<file path="src/rtl/ak4619_tdm.sv">
// TDM128 master for one AK4619 codec: derives bick/lrck from the 12 MHz MCLK and moves
// four DAC and four ADC slots per frame as parallel signed words.

// One codec slot: transmit word latched per frame, receive word assembled bit by bit.
module ak4619_slot #(
  parameter int W = 16
) (
  input  logic         clk_12mhz,
  input  logic         rst_n,
  input  logic         load,
  input  logic [W-1:0] dac,
  input  logic [4:0]   tx_pos,
  output logic         tx_bit,
  input  logic         cap,
  input  logic [4:0]   rx_pos,
  input  logic         sdout1,
  input  logic         publish,
  output logic [W-1:0] adc
);
  localparam int PAD = 32 - W;

  logic [W-1:0] tx_q, tx_src, rx_q;

  // At a frame boundary the first bit must come straight from the incoming sample.
  assign tx_src = load ? dac : tx_q;

  // Word is MSB-justified in 32 bits; positions below PAD carry zeros.
  always_comb begin
    tx_bit = 1'b0;
    for (int i = 0; i < W; i++)
      if (tx_pos == 5'(i + PAD)) tx_bit = tx_src[i];
  end

  always_ff @(posedge clk_12mhz or negedge rst_n) begin
    if (!rst_n) begin
      tx_q <= '0;
      rx_q <= '0;
      adc  <= '0;
    end else begin
      if (load) tx_q <= dac;
      for (int i = 0; i < W; i++)
        if (cap && rx_pos == 5'(i + PAD)) rx_q[i] <= sdout1;
      if (publish) adc <= rx_q;
    end
  end
endmodule

module ak4619_tdm #(
  parameter int W = 16
) (
  input  logic         clk_12mhz,
  input  logic         rst_n,
  input  logic         en,
  input  logic [W-1:0] dac0,
  input  logic [W-1:0] dac1,
  input  logic [W-1:0] dac2,
  input  logic [W-1:0] dac3,
  output logic [W-1:0] adc0,
  output logic [W-1:0] adc1,
  output logic [W-1:0] adc2,
  output logic [W-1:0] adc3,
  output logic         sample_strobe,
  output logic         bick,
  output logic         lrck,
  output logic         sdin1,
  input  logic         sdout1
);
  localparam int NUM_LANES = 4;

  typedef enum logic [1:0] {IDLE = 2'd0, RUN = 2'd1, DRAIN = 2'd2} state_t;

  state_t state, state_nx;
  logic [7:0] cnt, cnt_nx;
  logic       active, active_nx, wrap, boundary, cap;
  logic       bick_nx, lrck_nx, sdin_nx;
  logic [4:0] tx_pos, rx_pos;

  logic [NUM_LANES-1:0][W-1:0] dac_v, adc_v;
  logic [NUM_LANES-1:0]        tx_bits, cap_v;

  assign dac_v  = {dac3, dac2, dac1, dac0};
  assign active = (state != IDLE);
  assign wrap   = active && (cnt == 8'hFF);

  always_comb begin
    state_nx = state;
    case (state)
      IDLE:    if (en) state_nx = RUN;
      RUN:     if (!en) state_nx = wrap ? IDLE : DRAIN;
      DRAIN:   if (wrap) state_nx = en ? RUN : IDLE;
      default: state_nx = IDLE;
    endcase
  end

  // Outputs are registered from next-cycle values so every pin is a flop.
  always_comb begin
    active_nx = (state_nx != IDLE);
    cnt_nx    = (active && active_nx) ? cnt + 8'd1 : 8'd0;
    boundary  = (!active && active_nx) || wrap;
    tx_pos    = ~cnt_nx[5:1];
    bick_nx   = active_nx & cnt_nx[0];
    lrck_nx   = active_nx & ~cnt_nx[7];
    sdin_nx   = active_nx & tx_bits[cnt_nx[7:6]];
  end

  // Sample sdout1 at the end of each even cycle, i.e. on the bick rising edge.
  assign cap    = active && !cnt[0];
  assign rx_pos = ~cnt[5:1];

  for (genvar i = 0; i < NUM_LANES; i++) begin : g_lane
    assign cap_v[i] = cap && (cnt[7:6] == 2'(i));
    ak4619_slot #(.W(W)) u_slot (
      .clk_12mhz (clk_12mhz),
      .rst_n     (rst_n),
      .load      (boundary),
      .dac       (dac_v[i]),
      .tx_pos    (tx_pos),
      .tx_bit    (tx_bits[i]),
      .cap       (cap_v[i]),
      .rx_pos    (rx_pos),
      .sdout1    (sdout1),
      .publish   (wrap),
      .adc       (adc_v[i])
    );
  end

  assign adc0 = adc_v[0];
  assign adc1 = adc_v[1];
  assign adc2 = adc_v[2];
  assign adc3 = adc_v[3];

  always_ff @(posedge clk_12mhz or negedge rst_n) begin
    if (!rst_n) begin
      state         <= IDLE;
      cnt           <= '0;
      bick          <= 1'b0;
      lrck          <= 1'b0;
      sdin1         <= 1'b0;
      sample_strobe <= 1'b0;
    end else begin
      state         <= state_nx;
      cnt           <= cnt_nx;
      bick          <= bick_nx;
      lrck          <= lrck_nx;
      sdin1         <= sdin_nx;
      sample_strobe <= wrap;
    end
  end
endmodule

</file>
<file path="config.mk">
export PLATFORM = sky130hd
export DESIGN_NAME = ak4619_tdm
export DESIGN_NICKNAME = d
export VERILOG_FILES = /design/src/rtl/ak4619_tdm.sv
export SDC_FILE = /design/constraint.sdc
export NUM_CORES = 1
export LEC_CHECK = 0
export CELL_PAD_IN_SITES_DETAIL_PLACEMENT = 0
export CELL_PAD_IN_SITES_GLOBAL_PLACEMENT = 2
export CORE_ASPECT_RATIO = 0.8
export CORE_UTILIZATION = 40
export DETAILED_ROUTE_END_ITERATION = 8
export PLACE_DENSITY = 0.82
export SYNTH_ARGS = -nofsm -noshare
export SYNTH_HDL_FRONTEND = slang
export SYNTH_HIERARCHICAL = 1
export SYNTH_SLANG_ARGS = --single-unit
</file>
<file path="constraint.sdc">
create_clock -name clk_12mhz -period 5.9 [get_ports clk_12mhz]
set_clock_uncertainty 0.2 [all_clocks]
set_input_delay 1.18 -clock clk_12mhz [delete_from_list [all_inputs] [get_ports clk_12mhz]]
set_output_delay 1.18 -clock clk_12mhz [all_outputs]
set_load 0.02 [all_outputs]
</file>
==> results.toml <==
[clock_network]
postCtsSetupBuffers = 0
clk_latency_ps = 520
tritoncts = "done"
numCtsBuffers = 23
post_cts_resized = 0
clock-sinks = 206
cts_root_buf = "clkbuf_16"
clk_pin_slew_worst_paths_ps = 60
h-tree-depth = 1
clockBufferDepth = 3
cts_hold_buf = 0

[floorplanning]
core_area_um2 = 23400
row_count = 50
die_h_um = 140
fp.dieW_um = 175
initial_core_util_pct = 40.7
die_area_um2 = 24400
num_io_pins = 136

[drt]
wl_mm = 20.7
wl_per_cell_um = 17.2
firstDrtPassIters = 5
vias = 6273
drtAntennaViolNets = 0
via_per_inst = 5.23
drc = 0
drt_iter0_drc = 330

[worst_setup_path]
max_stage_delay_ps = 610
worstSetupEndpointType = "flip-flop"
r2r_cells = 13
r2r_slack_ps = 1550
cp_data_required_time_ps = 6050
r2r-end = "sdin1"
worstSetupPathType = "flip-flop to flip-flop"
crit_end = "sdin1"
startpoint = "cnt[1]"
r2r-start = "cnt[1]"
critPathSlowestCell = "mux4_1"
worstSetupStartpointType = "flip-flop"
crit_path_max_fanout = 44
path_cells = "ha_1, nand2_1, or3_1, nor2_4, a21o_4, buf_4, mux4_1, a221oi_2, a311oi_1, and4b_1, o22ai_2, a311oi_1, a211oi_2"
crit_arrival_ps = 4500
cpMostUsedCell = "a311oi_1"

[finish]
antennaDiodeCount = 0
layout_commonest_cell = "dfrtp_1"
final_cell_mix = "dfrtp_1 (206), mux2_2 (188), clkdlybuf4s50_1 (133), nor2_1 (65), nand2_1 (46)"
fin_nets = 942
layoutNonFillerInstCount = 1199
area_delta_synth_final_pct = 25.5
drive_above_1_share_pct = 30.0

[synthesis]
syn-num-nets = 800
synthTopCellsByArea = "dfrtp_1 (54%), mux2_2 (22%), mux4_1 (3.3%)"
syn_area_um2 = 9530
yosysTopAreaCell = "dfrtp_1"
synth_edf_count = 0
yosysUniqueCellTypes = 46
synth-async-reset-ratio_pct = 100
synth_top_area_share_pct = 54.1
ys.warnings.count = 6
seq_area_frac_synth_pct = 54.1
synth_ff_type = "dfrtp_1"
synth-seq-cells = 206
synthCells = 731
syn_area_per_cell_um2 = 13.0

[sta]
worst_pin_slew_ps = 1000
tns_ps = 0
max_freq_mhz = 230
worst_slack_ps = 1550
hold_slack_ps = 298
setup_violations = 0
post-route-period-util_pct = 73.7
slew_headroom_pct = 33.1
layout_min_cycle_time_ps = 4350
drv_slew = 0
rsz0062_at_grt = "no"
hold_violations = 0

[hold_path]
hold_class = "flip-flop to flip-flop"
hold_path.startpoint = "g_lane[3].u_slot/tx_q[3]"

[place]
gp_congestion = 0.820
portBuffers = 135
placed_cells = 1160
dp_slack_ps = 1170
hpwl_mm = 13.7

[job]
drv_cap = 0

[global_route]
grt_max_degree = 110
grt_pass1_wl_mm = 34.6
gr-total-overflow = 0
grt_pass1_vias = 6511
grt_usage_pct = 17.3
antenna_found_initial = 0

[power]
ir_drop_v = 0.000156
p_leak_nw = 5.39
power_density_nw_per_um2 = 364

[outcome]
run_status = "finished, final reports clean"
-- final cells by class --
type                    count  area [um2]
clock buffers              29         638
clock inverters            10         109
fillers                  2000       11400
inverters                  31         116
multi-input cells         467        4130
flip-flops and latches    206        5150
well taps                 312         390
repair buffers            144        1420
-- cells in the mapped netlist, types with 5 or more instances --
cell,number
nand4_1,8
nand2_1,46
mux2_2,188
inv_1,31
nor3_1,19
o21ai_0,8
nand3_1,10
buf_2,8
nand2b_1,9
clkbuf_1,15
nor2b_1,9
nor4_1,8
nor2_1,66
mux2i_1,9
a311oi_1,5
mux4_1,12
dfrtp_1,206
-- sequential cells by signal (all words and copies together), names as in the netlist --
name and count:
cnt 8, g_lane.u_slot/adc 64, state 2, sdin1 1, g_lane.u_slot/rx_q 64, sample_strobe 1
lrck 1, g_lane.u_slot/tx_q 64, bick 1
-- logic make-up after synthesis --
| family | synth area share (%) |
|---|---|
| muxes | 28.1 |
| DFF | 54.1 |
| and+or+nand+nor | 9.77 |
| buffers and inverters | 2.71 |
| AOI/OAI and AO/OA | 4.68 |
| xor gates and xnor gates | 0.552 |
| adders and majority gates | 0.131 |
-- how the worst min path moves through the flow --
stage,end,slack (ps),cells past startpoint
finish,g_lane[3].u_slot/tx_q[3],300,1
global route,g_lane[2].u_slot/tx_q[8],310,1
CTS,g_lane[0].u_slot/adc[10],300,1
detailed placement,g_lane[3].u_slot/tx_q[10],290,1
global placement,g_lane[3].u_slot/tx_q[3],280,1
floorplan,g_lane[0].u_slot/tx_q[11],260,2
-- critical path, delay by kind of cell (launching register included) --
kind | cells | cell delay, ps
AO/OA/AOI/OAI | 6 | 1220
AND/OR/NAND/NOR | 4 | 1090
multiplexers | 1 | 610
flip-flops | 1 | 410
buffers and inverters | 1 | 390
adder cells (fa/ha/maj) | 1 | 230
-- routing by layer --
layer | global-route usage (%) | share of wire (%)
met3 | 2.50 | 3.6
met4 | 4.39 | 2.5
met1 | 25.3 | 49
met2 | 27.2 | 45
met5 | 0 | 0
-- where the power goes --
part | internal, mW | switching [mW] | leakage [nW]
logic | 0.603 | 0.553 | 2.33
clock network | 0.849 | 0.563 | 0.367
registers | 1.67 | 0.109 | 2.70
total | 3.13 | 1.22 | 5.39
-- per-stage QoR --
step,utilization (%),power [mW],instance area [um2]
after floorplan,-,2.67,9530
after global placement,47.9,2.93,11200
after detailed placement,47.9,2.97,11200
after CTS,51.1,4.41,12000
after global routing,51.1,4.59,12000
final,51.1,4.35,12000
Power figures use the tool's default switching activity.
